==> src/rtl/hv_bist_ctrl_if.sv <==
// Signal bundle between the HV BIST sequencer and its neighbours
// (hv_abist, LBIST engine, HV register/fault logic).
interface hv_bist_ctrl_if;
  logic       i_bist_req;
  logic       i_pwr_rdy;
  logic [5:0] i_abist_status;
  logic       i_lbist_en;
  logic       i_lbist_done;
  logic       i_lbist_pass;
  logic       o_bist_en;
  logic       o_bist_busy;
  logic       o_bist_done;
  logic       o_bist_fail;
  logic [8:0] o_bist_rslt;

  modport master (
    input  i_bist_req, i_pwr_rdy, i_abist_status, i_lbist_en, i_lbist_done, i_lbist_pass,
    output o_bist_en, o_bist_busy, o_bist_done, o_bist_fail, o_bist_rslt
  );

  modport slave (
    output i_bist_req, i_pwr_rdy, i_abist_status, i_lbist_en, i_lbist_done, i_lbist_pass,
    input  o_bist_en, o_bist_busy, o_bist_done, o_bist_fail, o_bist_rslt
  );
endinterface

==> src/rtl/hv_bist_ctrl.sv <==
// HV-side BIST sequencer: settles the supply, runs analog BIST via hv_abist, hands over to
// LBIST, and publishes a latched 9-bit result word with done/fail flags.
module hv_bist_ctrl #(
  parameter int unsigned CLK_M       = 48,
  parameter int unsigned SETTLE_US   = 10,
  parameter int unsigned ABIST_TO_US = 200,
  parameter int unsigned LBIST_TO_US = 500,
  parameter bit          AUTO_START  = 1'b1
) (
  input  logic           i_clk,
  input  logic           i_rst_n,
  hv_bist_ctrl_if.master bus
);

  localparam int unsigned SettleCyc  = SETTLE_US * CLK_M;
  localparam int unsigned AbistToCyc = ABIST_TO_US * CLK_M;
  localparam int unsigned LbistToCyc = LBIST_TO_US * CLK_M;
  localparam int unsigned MaxCyc =
      (SettleCyc > AbistToCyc) ? ((SettleCyc > LbistToCyc) ? SettleCyc : LbistToCyc)
                               : ((AbistToCyc > LbistToCyc) ? AbistToCyc : LbistToCyc);
  localparam int unsigned CntW = $clog2(MaxCyc + 1);

  localparam logic [CntW-1:0] SettleLast  = CntW'(SettleCyc - 1);
  localparam logic [CntW-1:0] AbistToLast = CntW'(AbistToCyc - 1);
  localparam logic [CntW-1:0] LbistToLast = CntW'(LbistToCyc - 1);
  localparam logic [CntW-1:0] CntMax      = '1;

  localparam logic [2:0] StIdle   = 3'd0;
  localparam logic [2:0] StSettle = 3'd1;
  localparam logic [2:0] StAbist  = 3'd2;
  localparam logic [2:0] StLbist  = 3'd3;
  localparam logic [2:0] StDone   = 3'd4;

  logic [2:0]      state_q, state_d;
  logic [CntW-1:0] cnt_q, cnt_d;
  logic [8:0]      rslt_q, rslt_d;
  logic            fail_q, fail_d;
  logic            bist_en_q, bist_en_d;
  logic            req_q;
  logic            auto_q, auto_d;
  logic            start;
  logic            start_taken;
  logic            counting;

  assign start       = (bus.i_bist_req & ~req_q) | (auto_q & bus.i_pwr_rdy);
  assign start_taken = (state_q == StIdle) & start;
  assign counting    = (state_q == StSettle) | (state_q == StAbist) | (state_q == StLbist);

  always_comb begin
    state_d = state_q;
    rslt_d  = rslt_q;
    case (state_q)
      StIdle: begin
        if (start) begin
          state_d = StSettle;
          rslt_d  = '0;
        end
      end
      StSettle: begin
        if (bus.i_pwr_rdy && cnt_q == SettleLast) state_d = StAbist;
      end
      StAbist: begin
        // Power loss wins over capture and timeout; uncaptured status stays 0.
        if (!bus.i_pwr_rdy) begin
          rslt_d[8] = 1'b1;
          state_d   = StDone;
        end else if (bus.i_lbist_en) begin
          rslt_d[5:0] = bus.i_abist_status;
          state_d     = StLbist;
        end else if (cnt_q == AbistToLast) begin
          rslt_d[7]   = 1'b1;
          rslt_d[5:0] = bus.i_abist_status;
          state_d     = StDone;
        end
      end
      StLbist: begin
        if (!bus.i_pwr_rdy) begin
          rslt_d[8] = 1'b1;
          state_d   = StDone;
        end else if (bus.i_lbist_done) begin
          rslt_d[6] = ~bus.i_lbist_pass;
          state_d   = StDone;
        end else if (cnt_q == LbistToLast) begin
          rslt_d[7:6] = 2'b11;
          state_d     = StDone;
        end
      end
      StDone:  state_d = StIdle;
      default: state_d = StIdle;
    endcase
  end

  always_comb begin
    cnt_d = cnt_q;
    if (state_d != state_q) begin
      cnt_d = '0;
    end else if (state_q == StSettle && !bus.i_pwr_rdy) begin
      cnt_d = '0;
    end else if (counting && cnt_q != CntMax) begin
      cnt_d = cnt_q + 1'b1;
    end
  end

  always_comb begin
    fail_d = fail_q;
    if (start_taken) begin
      fail_d = 1'b0;
    end else if (state_d == StDone) begin
      fail_d = |rslt_d;
    end
  end

  assign auto_d    = start_taken ? 1'b0 : auto_q;
  assign bist_en_d = (state_d == StAbist) | (state_d == StLbist);

  always_ff @(posedge i_clk or negedge i_rst_n) begin
    if (!i_rst_n) begin
      state_q   <= StIdle;
      cnt_q     <= '0;
      rslt_q    <= '0;
      fail_q    <= 1'b0;
      bist_en_q <= 1'b0;
      req_q     <= 1'b0;
      auto_q    <= AUTO_START;
    end else begin
      state_q   <= state_d;
      cnt_q     <= cnt_d;
      rslt_q    <= rslt_d;
      fail_q    <= fail_d;
      bist_en_q <= bist_en_d;
      req_q     <= bus.i_bist_req;
      auto_q    <= auto_d;
    end
  end

  assign bus.o_bist_en   = bist_en_q;
  assign bus.o_bist_busy = (state_q != StIdle);
  assign bus.o_bist_done = (state_q == StDone);
  assign bus.o_bist_fail = fail_q;
  assign bus.o_bist_rslt = rslt_q;

endmodule

==> src/flat_wrapper.sv <==
// flat-port wrapper written by rule: the top's interface ports become plain ports
module hv_bist_ctrl_flat 
#(
  parameter int unsigned CLK_M       = 48,
  parameter int unsigned SETTLE_US   = 10,
  parameter int unsigned ABIST_TO_US = 200,
  parameter int unsigned LBIST_TO_US = 500,
  parameter bit          AUTO_START  = 1'b1
)
  (i_clk, i_rst_n, bus_i_bist_req, bus_i_pwr_rdy, bus_i_abist_status, bus_i_lbist_en, bus_i_lbist_done, bus_i_lbist_pass, bus_o_bist_en, bus_o_bist_busy, bus_o_bist_done, bus_o_bist_fail, bus_o_bist_rslt);
  hv_bist_ctrl_if bus_i ();
  input  logic i_clk;
  input  logic i_rst_n;
  input wire logic [$bits(bus_i.i_bist_req)-1:0] bus_i_bist_req;
  input wire logic [$bits(bus_i.i_pwr_rdy)-1:0] bus_i_pwr_rdy;
  input wire logic [$bits(bus_i.i_abist_status)-1:0] bus_i_abist_status;
  input wire logic [$bits(bus_i.i_lbist_en)-1:0] bus_i_lbist_en;
  input wire logic [$bits(bus_i.i_lbist_done)-1:0] bus_i_lbist_done;
  input wire logic [$bits(bus_i.i_lbist_pass)-1:0] bus_i_lbist_pass;
  output wire logic [$bits(bus_i.o_bist_en)-1:0] bus_o_bist_en;
  output wire logic [$bits(bus_i.o_bist_busy)-1:0] bus_o_bist_busy;
  output wire logic [$bits(bus_i.o_bist_done)-1:0] bus_o_bist_done;
  output wire logic [$bits(bus_i.o_bist_fail)-1:0] bus_o_bist_fail;
  output wire logic [$bits(bus_i.o_bist_rslt)-1:0] bus_o_bist_rslt;
  assign bus_i.i_bist_req = bus_i_bist_req;
  assign bus_i.i_pwr_rdy = bus_i_pwr_rdy;
  assign bus_i.i_abist_status = bus_i_abist_status;
  assign bus_i.i_lbist_en = bus_i_lbist_en;
  assign bus_i.i_lbist_done = bus_i_lbist_done;
  assign bus_i.i_lbist_pass = bus_i_lbist_pass;
  assign bus_o_bist_en = bus_i.o_bist_en;
  assign bus_o_bist_busy = bus_i.o_bist_busy;
  assign bus_o_bist_done = bus_i.o_bist_done;
  assign bus_o_bist_fail = bus_i.o_bist_fail;
  assign bus_o_bist_rslt = bus_i.o_bist_rslt;
  hv_bist_ctrl #(.CLK_M(CLK_M), .SETTLE_US(SETTLE_US), .ABIST_TO_US(ABIST_TO_US), .LBIST_TO_US(LBIST_TO_US), .AUTO_START(AUTO_START)) u_core (.i_clk(i_clk), .i_rst_n(i_rst_n), .bus(bus_i));
endmodule
==> config.mk <==
export PLATFORM = sky130hd
export DESIGN_NAME = hv_bist_ctrl_flat
export DESIGN_NICKNAME = d
export VERILOG_FILES = /design/src/rtl/hv_bist_ctrl_if.sv /design/src/rtl/hv_bist_ctrl.sv /design/src/flat_wrapper.sv
export SDC_FILE = /design/constraint.sdc
export NUM_CORES = 1
export LEC_CHECK = 0
export BUFFER_PORTS_ARGS = -buffer_cell sky130_fd_sc_hd__buf_2
export CAP_MARGIN = 20
export CORE_UTILIZATION = 56
export CTS_CLUSTER_DIAMETER = 40
export DETAILED_ROUTE_END_ITERATION = 7
export HOLD_SLACK_MARGIN = 0.02
export PLACE_DENSITY = 0.79
export SETUP_SLACK_MARGIN = 0.1
export SYNTH_ARGS = -nofsm -noshare
export SYNTH_HDL_FRONTEND = slang
export SYNTH_SLANG_ARGS = --single-unit
==> constraint.sdc <==
create_clock -name i_clk -period 3 [get_ports i_clk]
set_clock_uncertainty 0.05 [all_clocks]
set_input_delay 0.6 -clock i_clk [delete_from_list [all_inputs] [get_ports i_clk]]
set_output_delay 0.6 -clock i_clk [all_outputs]
set_load 0.02 [all_outputs]
==> run_results.csv <==
group,metric,value,unit
place,routabilityCongestion,0.896,
logic_synthesis,synthesis.nets,203,
clocking,tritoncts,"done",
global_routing,grt_pass1_vias,1392,
timing,max_freq,410,MHz
layout,mostFrequentLayoutCell,"dfrtp_1",
worst_setup_path,cpMostUsedCell,"a21oi_1",
drt,first_pass_iters,6,
logic_synthesis,yosys_warnings,0,
logic_synthesis,synth_cell_types,52,
logic_synthesis,netlist_area,1750,µm²
timing,slew_headroom,55.0,%
outcome,status,"complete, but fails checks",
layout,drive_gt1_share,20.9,%
clocking,clockRootBuffer,"clkbuf_4",
logic_synthesis,ys_seq_elements,31,
timing,min_period_over_period,81.3,%
drt,vias,1579,
logic_synthesis,synthCells,189,
power,leakage,0.890,nW
logic_synthesis,synth-simple-area-share,29.2,%
global_routing,grt_max_degree,32,
timing,finalSetupTns,0,ns
worst_setup_path,worst-setup-path-type,"register to register",
power,peakVddDrop,0.314,mV
layout,final_area,1980,µm²
logic_synthesis,synthArstFlopShare,100,%
logic_synthesis,synth_mux_area_share,0.573,%
min_path,hold_path_class,"input port to async pin",
layout,antenna_cells,0,
timing,layout_min_cycle_time,2.44,ns
clocking,clockBufferDepth,2,
worst_setup_path,start_kind,"register",
global_routing,antenna_found_initial,0,
power,power_density,402,nW/µm²
die,die_h,57.8,µm
logic_synthesis,synth_edf_count,0,
flow_run,cap_violations,0,
global_routing,grt_pass1_wl,6.41,mm
timing,report.final.slew_viol_count,0,
layout,nNetsFinal,233,
logic_synthesis,synth-compound-area-share,15.3,%
drt,ant_nets,0,
timing,hold_slack,0.240,ns
die,ioPinCount,26,
clocking,post-cts-setup-buffer-count,0,
clocking,cts_sinks,31,
timing,rsz0062_at_grt,"false",
logic_synthesis,synth-xor-area-share,6.52,%
drt,drc_errors,1,
layout,final_cell_mix,"dfrtp_1, buf_2, nor2_1",
timing,final_hold_viol_count,0,
drt,viasPerCell,6.29,
worst_setup_path,slowest_delay,0.56,ns
worst_setup_path,arrival,2.60,ns
worst_setup_path,path_cells,"ha_1 -> nand4_1 -> nor2_1 -> a21oi_1 -> or4_4 -> a2111oi_2 -> a21oi_1",
drt,post_drt_wl_per_cell,15.3,µm
power,p_total,0.795,mW
global_routing,overflow,0,
die,dieArea,3340,µm²
logic_synthesis,synthAdderAreaFrac,0.717,%
worst_setup_path,cp_max_fo,6,
place,numPortBuffers,25,
clocking,postCtsHoldBufs,0,
worst_setup_path,crit_path_top_delay_cell,"or4_4",
logic_synthesis,synth_top_family_by_area,"simple AND/OR/NAND/NOR gates",
logic_synthesis,postSynthAreaPerCell,9.24,µm²
clocking,h-tree-depth,2,
die,initial_core_util,61.2,%
timing,setup_viol,0,
logic_synthesis,synth_top_flop_cell,"dfrtp_1",
die,rows,19,
timing,worst_pin_slew,0.675,ns
worst_setup_path,cp.required,3.16,ns
drt,finalWirelength,3.84,mm
place,placed_area,1910,µm²
die,core,2850,µm²
global_routing,grt_use_total,25.7,%
die,die_w,57.8,µm
clocking,cts_resized,0,
clocking,clock_latency,0.34,ns
layout,syn_to_final_growth,13.4,%
clocking,numCtsBuffers,5,
outcome,violations,"design-rule violations",
drt,drtIter0Drc,129,
worst_setup_path,end_kind,"register",
clocking,path_clk_slew,0.09,ns
logic_synthesis,yosysSeqAreaShare,44.5,%
place,dp_hpwl,2.80,mm
## worst max-delay path, delay by kind of cell, from the launching register on
| kind | cells | cell delay, ns |
|---|---|---|
| flops | 1 | 0.43 |
| compound gates | 3 | 0.65 |
| simple gates | 3 | 0.96 |
| fa+ha+maj | 1 | 0.22 |
## metrics by stage
step / worst slack, ns / util, % / instances
CTS: 0.591 / 69.4 / 251
global route: 0.398 / 69.4 / 251
global placement: 0.679 / 67.0 / 243
floorplan: 0.696 / - / 189
detailed placement: 0.602 / 67.0 / 243
finish: 0.560 / 69.4 / 251
## kinds of logic after synthesis
group / count (synthesis)
adder cells (fa/ha/maj): 1
XOR/XNOR: 13
AND/OR/NAND/NOR: 93
flip-flops: 31
AO/OA/AOI/OAI: 38
buffers and inverters: 12
multiplexers: 1
## final timing paths
kind / from / to / slack, ns / cells after the start
setup / recovery: u_core.cnt_q[0]$_DFFE_PN0P_ / u_core.bus.o_bist_fail$_DFFE_PN0P_ / 0.56 / 7
hold / removal: i_rst_n / u_core.cnt_q[2]$_DFFE_PN0P_ / 0.24 / 1
setup reg to reg: u_core.cnt_q[0]$_DFFE_PN0P_ / u_core.bus.o_bist_fail$_DFFE_PN0P_ / 0.56 / 7
hold reg to reg: u_core.auto_q$_DFFE_PN1P_ / u_core.auto_q$_DFFE_PN1P_ / 0.45 / 1
max in group asynchronous: i_rst_n / u_core.bus.o_bist_rslt[3]$_DFF_PN0_ / 2.22 / 1
min in group i_clk: bus_i_bist_req / u_core.req_q$_DFF_PN0_ / 0.33 / 1
## power by group
group          internal (mW)  switching, mW
sequential             0.429        0.00973
combinational         0.0329         0.0457
clock                  0.138          0.140
total                  0.600          0.195
## layer usage
metal,track usage [%],routed length [µm],up-vias
li1,-,-,756
met1,36.0,1720,745
met2,38.1,1710,70
met3,8.71,352,8
met4,7.48,57,0
met5,0,0,-
## synth_stat cells (2+ instances only)
cell	count	area share [%]
a211oi_1	3	1.3
a21o_1	2	0.86
a21oi_1	6	1.7
a311oi_1	2	1.0
a31oi_1	5	1.8
and2_1	3	1.1
and3_1	6	2.2
and4b_1	2	1.1
buf_2	2	0.57
clkbuf_1	4	0.86
dfrtp_1	30	43
inv_1	5	1.1
nand2_1	19	4.1
nand2b_1	3	1.1
nand3_1	8	2.3
nand4_1	7	2.5
nand4b_1	2	1.0
nor2_1	23	4.9
nor3_1	4	1.1
nor4_1	2	0.72
nor4bb_1	2	1.1
o2111ai_1	2	1.0
o21ai_0	7	2.0
xnor2_1	2	1.0
xor2_1	11	5.5
## state kept, by name, indices dropped and copies added (netlist names)
name	cells
u_core.cnt_q	15
u_core.bus.o_bist_rslt	9
u_core.bus.o_bist_en	1
u_core.state_q	3
u_core.bus.o_bist_fail	1
u_core.req_q	1
u_core.auto_q	1
## area by class of cell
| cell class | count | area, µm² |
|---|---|---|
| repair buffers | 30 | 163 |
| clock buffers | 8 | 68.8 |
| well taps | 31 | 38.8 |
| fillers | 230 | 873 |
| multi-input cells | 146 | 913 |
| inverters | 5 | 18.8 |
| flip-flops and latches | 31 | 777 |
(Power assumes the default switching activity.)
